### src/rtl/mem_responder_if.sv
// mem_responder_if
// Memory-port bundle between the CPU controller (master) and the memory
// responder (slave).
//   memRead / memWrite : request strobes from the controller
//   adr / wdata        : word address and write data from the controller
//   rdata              : registered read data back to the controller
//   ready              : one-cycle completion pulse
//   err                : sticky illegal-request flag
//   rd_count/wr_count  : completed read/write counters (zero unless built in)
interface mem_responder_if #(
    parameter int ADDR_W = 5,
    parameter int DATA_W = 8
);
    logic              memRead;
    logic              memWrite;
    logic [ADDR_W-1:0] adr;
    logic [DATA_W-1:0] wdata;
    logic [DATA_W-1:0] rdata;
    logic              ready;
    logic              err;
    logic [15:0]       rd_count;
    logic [15:0]       wr_count;

    modport master (
        output memRead, memWrite, adr, wdata,
        input  rdata, ready, err, rd_count, wr_count
    );

    modport slave (
        input  memRead, memWrite, adr, wdata,
        output rdata, ready, err, rd_count, wr_count
    );
endinterface

### src/rtl/mem_responder.sv
// mem_responder
// Memory-side responder for the accumulator CPU memory port. Accepts a single
// read or write request in IDLE, waits WAIT_STATES cycles, performs the access
// on the edge into RESP and pulses ready for that one RESP cycle.
// Ports:
//   clk  : single rising-edge clock
//   rst  : synchronous active-high reset (RAM contents are kept)
//   bus  : mem_responder_if.slave (memRead, memWrite, adr, wdata in;
//          rdata, ready, err, rd_count, wr_count out)
// Optional feature: define MEM_RESP_PERF_EN to build saturating 16-bit
// completed-read/write counters; otherwise both counters read 0.
module mem_responder #(
    parameter int ADDR_W      = 5,
    parameter int DATA_W      = 8,
    parameter int WAIT_STATES = 1
) (
    input  logic            clk,
    input  logic            rst,
    mem_responder_if.slave  bus
);
    typedef enum logic [1:0] {ST_IDLE, ST_WAIT, ST_RESP} state_t;

    // For WAIT_STATES = 0 the load value is never used (IDLE goes straight
    // to RESP), so the wrap to 4'hF is harmless.
    localparam logic [3:0] CNT_LOAD = 4'(WAIT_STATES - 1);

    state_t            state_reg, state_next;
    logic [3:0]        cnt_reg, cnt_next;
    logic              op_rd_reg;
    logic [ADDR_W-1:0] adr_reg;
    logic [DATA_W-1:0] wdata_reg;
    logic [DATA_W-1:0] rdata_reg;
    logic              err_reg;

    logic              accept;
    logic              err_set;
    logic              enter_resp;
    logic              acc_rd;
    logic [ADDR_W-1:0] acc_adr;
    logic [DATA_W-1:0] acc_wdata;

    logic [DATA_W-1:0] ram [2**ADDR_W];

    // With zero wait states the access happens on the accept edge itself,
    // so the live request is used in IDLE and the latched copy elsewhere.
    assign acc_rd    = (state_reg == ST_IDLE) ? bus.memRead : op_rd_reg;
    assign acc_adr   = (state_reg == ST_IDLE) ? bus.adr     : adr_reg;
    assign acc_wdata = (state_reg == ST_IDLE) ? bus.wdata   : wdata_reg;

    always_comb begin
        state_next = state_reg;
        cnt_next   = cnt_reg;
        accept     = 1'b0;
        err_set    = 1'b0;
        enter_resp = 1'b0;
        case (state_reg)
            ST_IDLE: begin
                if (bus.memRead ^ bus.memWrite) begin
                    accept   = 1'b1;
                    cnt_next = CNT_LOAD;
                    if (WAIT_STATES == 0) begin
                        state_next = ST_RESP;
                        enter_resp = 1'b1;
                    end else begin
                        state_next = ST_WAIT;
                    end
                end else if (bus.memRead && bus.memWrite) begin
                    err_set = 1'b1;
                end
            end
            ST_WAIT: begin
                if (cnt_reg != 4'd0) begin
                    cnt_next = cnt_reg - 4'd1;
                end else begin
                    state_next = ST_RESP;
                    enter_resp = 1'b1;
                end
            end
            ST_RESP: begin
                state_next = ST_IDLE;
            end
            default: begin
                state_next = ST_IDLE;
            end
        endcase
    end

    always_ff @(posedge clk) begin
        if (rst) begin
            state_reg <= ST_IDLE;
            cnt_reg   <= 4'd0;
            op_rd_reg <= 1'b0;
            adr_reg   <= '0;
            wdata_reg <= '0;
            rdata_reg <= '0;
            err_reg   <= 1'b0;
        end else begin
            state_reg <= state_next;
            cnt_reg   <= cnt_next;
            if (accept) begin
                op_rd_reg <= bus.memRead;
                adr_reg   <= bus.adr;
                wdata_reg <= bus.wdata;
            end
            if (err_set) begin
                err_reg <= 1'b1;
            end
            if (enter_resp && acc_rd) begin
                rdata_reg <= ram[acc_adr];
            end
        end
    end

    // Kept separate from the reset block so the array maps onto block RAM;
    // reset still suppresses a write that coincides with the edge into RESP.
    always_ff @(posedge clk) begin
        if (!rst && enter_resp && !acc_rd) begin
            ram[acc_adr] <= acc_wdata;
        end
    end

    assign bus.rdata = rdata_reg;
    assign bus.err   = err_reg;
    // Masked by rst so a reset landing in RESP never shows a completion.
    assign bus.ready = (state_reg == ST_RESP) && !rst;

`ifdef MEM_RESP_PERF_EN
    logic [15:0] rd_count_reg;
    logic [15:0] wr_count_reg;

    always_ff @(posedge clk) begin
        if (rst) begin
            rd_count_reg <= 16'd0;
            wr_count_reg <= 16'd0;
        end else if (state_reg == ST_RESP) begin
            if (op_rd_reg && rd_count_reg != 16'hFFFF) begin
                rd_count_reg <= rd_count_reg + 16'd1;
            end
            if (!op_rd_reg && wr_count_reg != 16'hFFFF) begin
                wr_count_reg <= wr_count_reg + 16'd1;
            end
        end
    end

    assign bus.rd_count = rd_count_reg;
    assign bus.wr_count = wr_count_reg;
`else
    assign bus.rd_count = 16'd0;
    assign bus.wr_count = 16'd0;
`endif
endmodule

### src/flat_wrapper.sv
// flat-port wrapper written by rule: the top's interface ports become plain ports
module mem_responder_flat 
#(
    parameter int ADDR_W      = 5,
    parameter int DATA_W      = 8,
    parameter int WAIT_STATES = 1
)
  (clk, rst, bus_memRead, bus_memWrite, bus_adr, bus_wdata, bus_rdata, bus_ready, bus_err, bus_rd_count, bus_wr_count);
  mem_responder_if #(.ADDR_W(ADDR_W), .DATA_W(DATA_W)) bus_i ();
  input  logic clk;
  input  logic rst;
  input wire logic [$bits(bus_i.memRead)-1:0] bus_memRead;
  input wire logic [$bits(bus_i.memWrite)-1:0] bus_memWrite;
  input wire logic [$bits(bus_i.adr)-1:0] bus_adr;
  input wire logic [$bits(bus_i.wdata)-1:0] bus_wdata;
  output wire logic [$bits(bus_i.rdata)-1:0] bus_rdata;
  output wire logic [$bits(bus_i.ready)-1:0] bus_ready;
  output wire logic [$bits(bus_i.err)-1:0] bus_err;
  output wire logic [$bits(bus_i.rd_count)-1:0] bus_rd_count;
  output wire logic [$bits(bus_i.wr_count)-1:0] bus_wr_count;
  assign bus_i.memRead = bus_memRead;
  assign bus_i.memWrite = bus_memWrite;
  assign bus_i.adr = bus_adr;
  assign bus_i.wdata = bus_wdata;
  assign bus_rdata = bus_i.rdata;
  assign bus_ready = bus_i.ready;
  assign bus_err = bus_i.err;
  assign bus_rd_count = bus_i.rd_count;
  assign bus_wr_count = bus_i.wr_count;
  mem_responder #(.ADDR_W(ADDR_W), .DATA_W(DATA_W), .WAIT_STATES(WAIT_STATES)) u_core (.clk(clk), .rst(rst), .bus(bus_i));
endmodule
### config.mk
export PLATFORM = sky130hd
export DESIGN_NAME = mem_responder_flat
export DESIGN_NICKNAME = d
export VERILOG_FILES = /design/src/rtl/mem_responder_if.sv /design/src/rtl/mem_responder.sv /design/src/flat_wrapper.sv
export SDC_FILE = /design/constraint.sdc
export NUM_CORES = 1
export LEC_CHECK = 0
export CAP_MARGIN = 20
export CORE_ASPECT_RATIO = 1.75
export CORE_MARGIN = 3
export CORE_UTILIZATION = 59
export DETAILED_ROUTE_END_ITERATION = 7
export HOLD_SLACK_MARGIN = 0.05
export PLACE_DENSITY = 0.91
export SETUP_SLACK_MARGIN = 0.3
export SLEW_MARGIN = 25
export SYNTH_ARGS = -nofsm -noshare
export SYNTH_HDL_FRONTEND = slang
export SYNTH_SLANG_ARGS = --single-unit
### constraint.sdc
create_clock -name clk -period 3 [get_ports clk]
set_input_delay 0.6 -clock clk [delete_from_list [all_inputs] [get_ports clk]]
set_output_delay 0.6 -clock clk [all_outputs]
set_load 0.02 [all_outputs]
---- After elaboration in Yosys (flattened, before gate mapping) ----
Memory sizes are Yosys's and may differ from the RTL's. A register that Yosys moved wholly into a read port is not among the register bits.
Index checks and enable logic that the tools add are counted.
storage, ports and cells
  register bits ........................... 21
  latch bits .............................. 0
  RAM bits ................................ 256
  bits in read-only memories .............. 0
  input bits .............................. 17
  output and inout port bits .............. 42
  memories kept ........................... 1
cells by class
  add/subtract/negate cells ............... 1
  multiply operators ...................... 0
  divide/modulo/power cells ............... 0
  magnitude comparators ................... 0
  eq/ne operators ......................... 5
  shift operators ......................... 0
  multiplexer cells ....................... 18
  bitwise gates (word level) .............. 1
  reductions and logical operators ........ 12
memory list
  memory      depth  bits a word  rd ports  clocked after Yosys merged registers in  write ports  RTL line             text
  u_core.ram  32     8            1         1                                        1            mem_responder.sv:42  logic [DATA_W-1:0] ram [2**ADDR_W];
operator list
  kind                   count
  $mux W1                10
  $mux W4                2
  $mux W8                1
  $pmux W4 S2            1
  $logic_and A1 B1 Y1    5
  $mux W5                1
  $mux W2                2
  $ne A2 B2 Y1 const B   2
  $pmux W2 S2            1
  $reduce_bool A4 Y1     1
  $sub A4 B1 Y4 const B  1
  $reduce_and A3 Y1      1
  $eq A2 B1 Y1 const B   1
  $eq A2 B2 Y1 const B   1
  $logic_not A1 Y1       2
  $logic_not A2 Y1       1
  $ne A2 B1 Y1 const B   1
  $reduce_and A2 Y1      1
  $reduce_bool A2 Y1     1
  $xor A1 B1 Y1          1

---- Longest topological paths before layout ----
Gate-level depths: netlist of run 1.
  word-level depth ........................ 7
  depth in mapped cells ................... 9
  gate-level depth less buffers ........... 8

---- Least setup slack after synthesis of run 1 ----
Ideal clock, no wire load.
  path kind ............................... input -> register
  start ................................... input port bus_adr[0]
  end ..................................... memory u_core.ram[0][0], enable pin
  library setup time ...................... 370 ps
  arrival time ............................ 2110 ps
  required time ........................... 2630 ps
  setup slack ............................. 520 ps
  stages .................................. 6
  buffers on the path ..................... 2
  path through ............................ or4_1 > o31ai_1 > buf_2 > buf_4 > nand2_1 > nor2_1
between the ends
  word-level cells in the longest chain between the ends .. 1
ends and longest elaborated chain
  item             RTL line             text
  start, declared  flat_wrapper.sv:14   input wire logic [$bits(bus_i.adr)-1:0] bus_adr;
  $mux W5          mem_responder.sv:47  assign acc_adr = (state_reg == ST_IDLE) ? bus.adr : adr_reg;
  end, declared    mem_responder.sv:42
No other way between the ends.

---- Worst setup path in the final report of run 1 ----
  start ................................... input port bus_adr[0]
  end ..................................... register u_core.rdata_reg[7] (netlist: u_core.bus.rdata[7]) (read register of u_core.ram)
between the ends
  word-level cells in the longest chain between the ends .. 1
ends and longest elaborated chain
  item           RTL line             text
  $mux W5        mem_responder.sv:47
  end, declared  mem_responder.sv:32  logic [DATA_W-1:0] rdata_reg;
No other way between the ends.
A chain may end at the register's enable or synchronous reset.

==> implementation parameters, run 1 <==
Parameter                              Value

Min path
  Worst hold path class    flip-flop to flip-flop

Pwr
  LEAKAGE    4.16 nW
  Final total power    0.00985 W
  Peak supply drop    about 0.89 mV
  Pwr dens    778 mW/mm^2

Synthesis
  Proportion of synthesized chip area in sequential cells    roughly three quarters
  Most instantiated flip-flop cell in the synthesis netlist    sky130_fd_sc_hd__edfxtp_1
  Area of the mapped netlist    around 0.011 sq mm
  Number of flops mapped to enable cells by yosys    ~260
  Mean post-synth cell area    15.0 sq um
  Number of flip-flops and latches in the synthesized netlist    roughly 290
  Proportion of synthesized flip-flops having asynchronous set or reset    0%
  Count of cell types in the netlist    37
  Post-Syn Instances    around 740
  Synth Warn #    0

Cells and area
  Antenna diode count    0
  Flip-flop count of the largest register, all copies and words added    between 200 and 300
  Final Net Count    825
  Layout cell share with drive strength beyond 1    16.2%
  Area added between synthesis and finish    14.1%

Global route
  Global-route total usage across every layer    between 20 and 30%
  Global-route wire length before repair    between 40 and 50 mm
  Number of antenna violations at the first check in global routing    0
  Via count of the first global-routing pass    7296
  Overall overflow remaining after global route    0
  Pin count of the biggest net entering global routing    51

Floorplan
  Starting utilization of the core area    60.9%
  Die Wd    110 um
  Placeable core region    around 0.018 sq mm
  Die area    between 0.02 and 0.025 sq mm
  Std cell rows    65
  I/O pin cnt    59
  Die Y-Extent    between 150 and 200 um

Drt
  Detail-routed net length per standard cell    around 28 um
  Starting DRT DRC Count    about 1200
  Count of antenna-violating nets left after detailed routing    0
  Number of detailed-route iterations in the first pass    5
  Overall routed net length    between 20 and 30 mm
  Post-detailed-route DRC marker count    0
  Post-DR vias/cell    6.94
  Total via count after detailed routing    approximately 7300

Timing
  Timing-limited maximum frequency    0.360 GHz
  Tcrit/Tclk final    a little over 90%
  Post-route minimum period    around 2.8 ns
  Setup repair after global routing missed its margin    no
  Slew Viols, Final    0
  Final count of hold timing violations    0
  Final setup violation count    0
  Worst slew margin relative to its limit    about 47%
  Layout Skew    0.0126 ns
  Setup tns final    0 ns
  Worst Tran Pin Value    about 0.80 ns

Status
  Outcome    completed

Critical path
  Endpoint arrival time on the critical path    approximately 3.1 ns
  Kind of start point of the critical path    input pin
  Start-to-end type of the worst setup path    input pin to flip-flop
  Required arrival time at the worst endpoint    around 3.4 ns
  Worst-path fanout max    50
  Critical path capture point type    flip-flop

Clocking
  CTS Buf Count    21
  H-tree depth    1
  Quantity of hold-fixing buffers added after cts    0
  Cell at the root of the clock tree    sky130_fd_sc_hd__clkbuf_16
  CTS tree    built
  Buffer depth of the longest clock path    3
  CTS clk-pin slew, worst paths    0.08 ns
  # clock sinks    around 290
  Clk Latency, worst-skew pair    approximately 0.5 ns

Place
  Port buffer count    26
  Routability-driven placement congestion ratio    0.909
  Detail Placement HPWL    about 17 mm

Job
  # Max-Cap Violations    0
==> worst max-delay path: stages <==
cell,delay [ns]
sky130_fd_sc_hd__clkdlybuf4s50_1,0.50
sky130_fd_sc_hd__or4_1,0.57
sky130_fd_sc_hd__o31ai_4,0.12
sky130_fd_sc_hd__buf_12,0.28
sky130_fd_sc_hd__a22oi_1,0.12
sky130_fd_sc_hd__a21oi_1,0.35
sky130_fd_sc_hd__nor3_1,0.16
sky130_fd_sc_hd__a31oi_1,0.39
==> logic make-up (layout without fill, tap and decap cells) <==
kind of cell,count (synthesis),count (layout),synth area share [%]
flip-flops,285,285,74.6
AO/OA/AOI/OAI,229,229,13.7
AND/OR/NAND/NOR,126,126,5.29
buffers and inverters,80,130,4.57
other,1,32,0.0338
XOR/XNOR,2,2,0.158
adder cells (fa/ha/maj),2,2,0.226
multiplexers,14,14,1.44
==> cells in the mapped netlist (5+ instances only) <==
library cell / count / area [sq um]
sky130_fd_sc_hd__nor4_1: 10 / 62.6
sky130_fd_sc_hd__nor3_1: 14 / 70.1
sky130_fd_sc_hd__o21bai_1: 8 / 60.1
sky130_fd_sc_hd__nor2_1: 46 / 173
sky130_fd_sc_hd__a21oi_1: 77 / 385
sky130_fd_sc_hd__nand3_1: 5 / 25.0
sky130_fd_sc_hd__buf_2: 24 / 120
sky130_fd_sc_hd__buf_4: 39 / 293
sky130_fd_sc_hd__a31oi_1: 8 / 50.1
sky130_fd_sc_hd__edfxtp_1: 256 / 7690
sky130_fd_sc_hd__nand2_1: 35 / 131
sky130_fd_sc_hd__dfxtp_1: 29 / 581
sky130_fd_sc_hd__clkbuf_1: 9 / 33.8
sky130_fd_sc_hd__a22oi_1: 128 / 961
sky130_fd_sc_hd__mux2_2: 8 / 90.1
==> final timing paths <==
check,from,end,slack (ns),depth (start not counted)
setup / recovery,bus_adr[0],u_core.bus.rdata[7]$_SDFFE_PP0P_,0.23,8
hold / removal,u_core.wdata_reg[6]$_SDFFE_PP0P_,u_core.wdata_reg[6]$_SDFFE_PP0P_,0.46,2
setup reg to reg,u_core.state_reg[1]$_SDFFE_PP0P_,u_core.bus.rdata[7]$_SDFFE_PP0P_,0.27,9
hold reg to reg,u_core.wdata_reg[6]$_SDFFE_PP0P_,u_core.wdata_reg[6]$_SDFFE_PP0P_,0.46,2
==> power by group <==
part	total, W	internal [W]	switching, W
Clock	0.00301	0.00164	0.00137
Sequential	0.00475	0.00467	0.0000810
Combinational	0.00208	0.000614	0.00147
Total	0.00985	0.00692	0.00292
==> per-layer routing <==
metal	up-vias	routed length [um]	GRT usage, %	part of all wire [%]
li1	2958	-	-	-
met1	3438	8920	34.8	30
met2	749	15100	49.1	51
met3	168	3370	4.46	11
met4	0	2230	17.4	7.5
met5	-	0	0	0
==> metrics by stage <==
step	instances	worst slack (ns)	hold WS [ns]	cell area, sq um	util, %
after global routing	1054	0.330	0.479	12700	69.4
after detailed placement	1016	0.00493	0.450	11900	65.1
after CTS	1053	0.309	0.461	12600	69.2
after global placement	1016	0.0783	0.439	11900	65.1
final	1054	0.226	0.458	12700	69.4
after floorplan	770	0.520	0.434	11200	-
==> cell usage in the layout (no fill, tap or decap), types with 2 or more instances in the layout <==
cell type | synthesis | layout
sky130_fd_sc_hd__inv_1 | 3 | 3
sky130_fd_sc_hd__nor2_2 | 1 | 3
sky130_fd_sc_hd__clkdlybuf4s50_1 | 0 | 26
sky130_fd_sc_hd__or4b_1 | 2 | 2
sky130_fd_sc_hd__or3_1 | 2 | 2
sky130_fd_sc_hd__nor3_1 | 14 | 13
sky130_fd_sc_hd__nor4_1 | 10 | 9
sky130_fd_sc_hd__mux2_4 | 2 | 2
sky130_fd_sc_hd__conb_1 | 1 | 32
sky130_fd_sc_hd__bufinv_16 | 0 | 4
sky130_fd_sc_hd__clkbuf_16 | 0 | 21
sky130_fd_sc_hd__or3_4 | 3 | 3
sky130_fd_sc_hd__ha_1 | 2 | 2
sky130_fd_sc_hd__nor2_1 | 46 | 44
sky130_fd_sc_hd__a22oi_1 | 128 | 128
sky130_fd_sc_hd__dfxtp_1 | 29 | 29
sky130_fd_sc_hd__nand2b_1 | 3 | 3
sky130_fd_sc_hd__clkinv_2 | 0 | 5
sky130_fd_sc_hd__a21oi_2 | 4 | 4
sky130_fd_sc_hd__nand3_2 | 0 | 4
sky130_fd_sc_hd__clkinv_1 | 0 | 3
sky130_fd_sc_hd__clkinv_4 | 0 | 2
sky130_fd_sc_hd__edfxtp_1 | 256 | 256
sky130_fd_sc_hd__mux2_2 | 8 | 8
sky130_fd_sc_hd__mux2i_4 | 0 | 2
sky130_fd_sc_hd__o21ai_4 | 0 | 2
sky130_fd_sc_hd__o21bai_1 | 8 | 8
sky130_fd_sc_hd__nand2_1 | 35 | 32
sky130_fd_sc_hd__xnor2_1 | 2 | 2
sky130_fd_sc_hd__nand2_2 | 0 | 3
sky130_fd_sc_hd__buf_4 | 39 | 57
sky130_fd_sc_hd__a21oi_1 | 77 | 77
sky130_fd_sc_hd__a31oi_1 | 8 | 8
sky130_fd_sc_hd__buf_12 | 0 | 6
==> what timing repair did <==
action                                  in CTS  in global routing
resized for setup                            4                 11
endpoints found under the setup margin      21                 39
setup buffers                                0                  1
==> cell type report <==
class / count / area (sq um)
Inverter: 3 / 11.3
Multi-Input combinational cell: 405 / 2540
Tap cell: 234 / 293
Clock buffer: 21 / 526
Sequential cell: 285 / 8270
Timing Repair Buffer: 90 / 820
Fill cell: 979 / 5570
Clock inverter: 16 / 198
Power figures use the tool's default switching activity.
==> run 2: changes to the inputs <==
--- a/config.mk
+++ b/config.mk
@@ -10,6 +10,7 @@
 export CORE_MARGIN = 3
-export CORE_UTILIZATION = 59
+export CORE_UTILIZATION = 60
+export CTS_BUF_LIST = sky130_fd_sc_hd__clkbuf_4
 export DETAILED_ROUTE_END_ITERATION = 7
 export HOLD_SLACK_MARGIN = 0.05
-export PLACE_DENSITY = 0.91
+export PLACE_DENSITY = 0.92
 export SETUP_SLACK_MARGIN = 0.3
--- a/constraint.sdc
+++ b/constraint.sdc
@@ -3,2 +3,2 @@
 set_output_delay 0.6 -clock clk [all_outputs]
-set_load 0.02 [all_outputs]
+set_load 0.05 [all_outputs]
==> implementation parameters, run 2 (same netlist as run 1, synthesis figures left out) <==
Parameter                              Value

Global route
  Overall overflow remaining after global route    0 (unchanged)
  Routing layer with the top usage in global route    met2 (unchanged)
  Pin count of the biggest net entering global routing    46 (was 51)
  Global-route total usage across every layer    30.0% (was 29.2%)
  Met3 layer usage reported by global route    5.59% (was 4.46%)
  Met1 GRT Util    33.2% (was 34.8%)
  Met2 track demand over resource in global routing    52.1% (was 49.1%)
  Via count of the first global-routing pass    7622 (was 7296)
  Global-route wire length before repair    44.4 mm (was 44.2 mm)
  Number of antenna violations at the first check in global routing    1 (was 0)

Place
  Detail Placement HPWL    18.6 mm (was 17.3 mm)
  Post-placement cell count    1025 (was 1016)
  Routability-driven placement congestion ratio    0.956 (was 0.909)
  Port buffer count    26 (unchanged)

Min path
  Depth of the worst hold-timing path    2 (unchanged)
  Worst hold path class    flip-flop to flip-flop (unchanged)

Cells and area
  Number of cells in the finished layout apart from fillers    1130 (was 1054)
  Top library cells by usage in the layout, fill and taps aside    sky130_fd_sc_hd__edfxtp_1, sky130_fd_sc_hd__a22oi_1, sky130_fd_sc_hd__a21oi_1 (unchanged)
  Area added between synthesis and finish    14.2% (was 14.1%)
  Flip-flop count of the largest register, all copies and words added    256 (unchanged)
  Final Net Count    872 (was 825)
  Layout cell share with drive strength beyond 1    20.8% (was 16.2%)
  Most common cell after layout, fill and taps aside    sky130_fd_sc_hd__edfxtp_1 (unchanged)

Drt
  Count of antenna-violating nets left after detailed routing    0 (unchanged)
  Post-detailed-route DRC marker count    2 (was 0)
  Post-DR vias/cell    6.74 (was 6.94)
  Number of detailed-route iterations in the first pass    8 (was 5)
  Starting DRT DRC Count    1143 (was 1179)
  Detail-routed net length per standard cell    26.3 um (was 28.1 um)
  Total via count after detailed routing    7618 (was 7313)
  Overall routed net length    29.7 mm (was 29.6 mm)

Pwr
  LEAKAGE    4.27 nW (was 4.16 nW)
  Peak supply drop    0.570 mV (was 0.893 mV)
  Pwr dens    752 mW/mm^2 (was 778 mW/mm^2)

Job
  # Max-Cap Violations    0 (unchanged)

Clocking
  CTS tree    built (unchanged)
  CTS Buf Count    55 (was 21)
  Buffer depth of the longest clock path    3 (unchanged)
  CTS clk-pin slew, worst paths    0.08 ns (about the same)
  # clock sinks    285 (unchanged)
  Quantity of hold-fixing buffers added after cts    0 (unchanged)
  Clk Latency, worst-skew pair    0.66 ns (was 0.51 ns)
  H-tree depth    2 (was 1)
  Cell at the root of the clock tree    sky130_fd_sc_hd__clkbuf_4 (was sky130_fd_sc_hd__clkbuf_16)

Critical path
  Endpoint arrival time on the critical path    3.23 ns (was 3.14 ns)
  Required arrival time at the worst endpoint    3.49 ns (was 3.36 ns)
  Worst-path fanout max    15 (was 50)
  Kind of start point of the critical path    flip-flop (was input pin)
  Depth of the worst register-to-register path    10 (was 9)
  Start-to-end type of the worst setup path    flip-flop to flip-flop (was input pin to flip-flop)
  Critical path capture point type    flip-flop (unchanged)

Timing
  Final count of hold timing violations    0 (unchanged)
  Worst Tran Pin Value    0.836 ns (was 0.797 ns)
  Setup tns final    0 ns (unchanged)
  Slew Viols, Final    0 (unchanged)
  Setup repair after global routing missed its margin    yes (was no)
  Timing-limited maximum frequency    0.365 GHz (was 0.360 GHz)
  Worst slew margin relative to its limit    44.2% (was 46.9%)
  Tcrit/Tclk final    91.2% (was 92.5%)
  Post-route minimum period    2.74 ns (was 2.77 ns)
  Layout Skew    0.0365 ns (was 0.0126 ns)
  Final setup violation count    0 (unchanged)

Status
  Failing checks    DRC
  Outcome    finished with violations (was completed)

Floorplan
  Std cell rows    65 (unchanged)
  Die Y-Extent    186 um (was 187 um)
  Die area    0.0202 sq mm (was 0.0205 sq mm)
  Starting utilization of the core area    61.4% (was 60.9%)
  Die Wd    109 um (was 110 um)
  Placeable core region    0.0181 sq mm (was 0.0182 sq mm)
  I/O pin cnt    59 (unchanged)
[run 2: cell count changes in the layout (fill, tap and decap cells not counted), moves of 4 or more]
| cell | change |
|---|---|
| sky130_fd_sc_hd__buf_4 | +15 |
| sky130_fd_sc_hd__clkinv_1 | +14 |
| sky130_fd_sc_hd__nand3_2 | -4 |
| sky130_fd_sc_hd__nand3_1 | +4 |
| sky130_fd_sc_hd__bufinv_16 | -4 |
| sky130_fd_sc_hd__clkbuf_16 | -21 |
| sky130_fd_sc_hd__clkbuf_4 | +74 |
[run 2: stage by stage]
step                      total power [W]  util (%)  setup slack, ns  hold WS, ns  area [sq um]
after floorplan                   0.00612         -            0.448        0.434         11200
final                             0.00952      70.1            0.263        0.467         12700
after detailed placement          0.00689      66.0           -0.146        0.455         11900
after global placement            0.00679      66.0           0.0514        0.439         11900
after CTS                         0.00940      69.8            0.363        0.467         12600
after global routing              0.00983      70.1            0.256        0.496         12700
[run 2: cell type report]
cell class	instances	area (sq um)
Tap cell	234	293
Sequential cell	285	8270
Clock inverter	25	100
Inverter	3	11.3
Timing Repair Buffer	103	911
Antenna cell	1	2.50
Clock buffer	74	556
Multi-Input combinational cell	405	2510
Fill cell	1022	5400
[run 2: worst paths after layout]
check / from / to / slack, ns
setup / recovery: u_core.state_reg[0]$_SDFFE_PP0P_ / u_core.bus.rdata[6]$_SDFFE_PP0P_ / 0.26
hold / removal: u_core.wdata_reg[6]$_SDFFE_PP0P_ / u_core.wdata_reg[6]$_SDFFE_PP0P_ / 0.47
setup reg to reg: u_core.state_reg[0]$_SDFFE_PP0P_ / u_core.bus.rdata[6]$_SDFFE_PP0P_ / 0.26
hold reg to reg: u_core.wdata_reg[6]$_SDFFE_PP0P_ / u_core.wdata_reg[6]$_SDFFE_PP0P_ / 0.47
[run 2: repair_timing]
| action | 4_1_cts | 5_1_grt |
|---|---|---|
| gates cloned | 0 | 0 |
| setup endpoints to repair | 2 | 32 |
| setup buffers | 0 | 5 |
| resized for setup | 3 | 3 |
| pin swaps | 0 | 2 |
[run 2: power breakdown]
| group | switching, W | leakage [nW] | internal [W] | total [W] |
|---|---|---|---|---|
| clock network | 0.00138 | 0.399 | 0.00116 | 0.00253 |
| registers | 0.0000788 | 2.55 | 0.00467 | 0.00475 |
| logic | 0.00154 | 1.31 | 0.000705 | 0.00224 |
[run 2: metal layers]
metal | vias up | part of all wire (%)
met4 | 0 | 7.9
met2 | 711 | 52
li1 | 3102 | -
met1 | 3630 | 30
met3 | 175 | 10
met5 | - | 0
[run 2: worst max-delay path: stages, from the launching register on]
cell                      delay, ns
sky130_fd_sc_hd__dfxtp_1       0.44
sky130_fd_sc_hd__nor2_4        0.21
sky130_fd_sc_hd__buf_4         0.26
sky130_fd_sc_hd__o31ai_4       0.09
sky130_fd_sc_hd__buf_4         0.17
sky130_fd_sc_hd__buf_12        0.16
sky130_fd_sc_hd__buf_4         0.19
sky130_fd_sc_hd__a22oi_1       0.27
sky130_fd_sc_hd__a21oi_1       0.16
sky130_fd_sc_hd__nor4_2        0.42
sky130_fd_sc_hd__a31oi_1       0.18
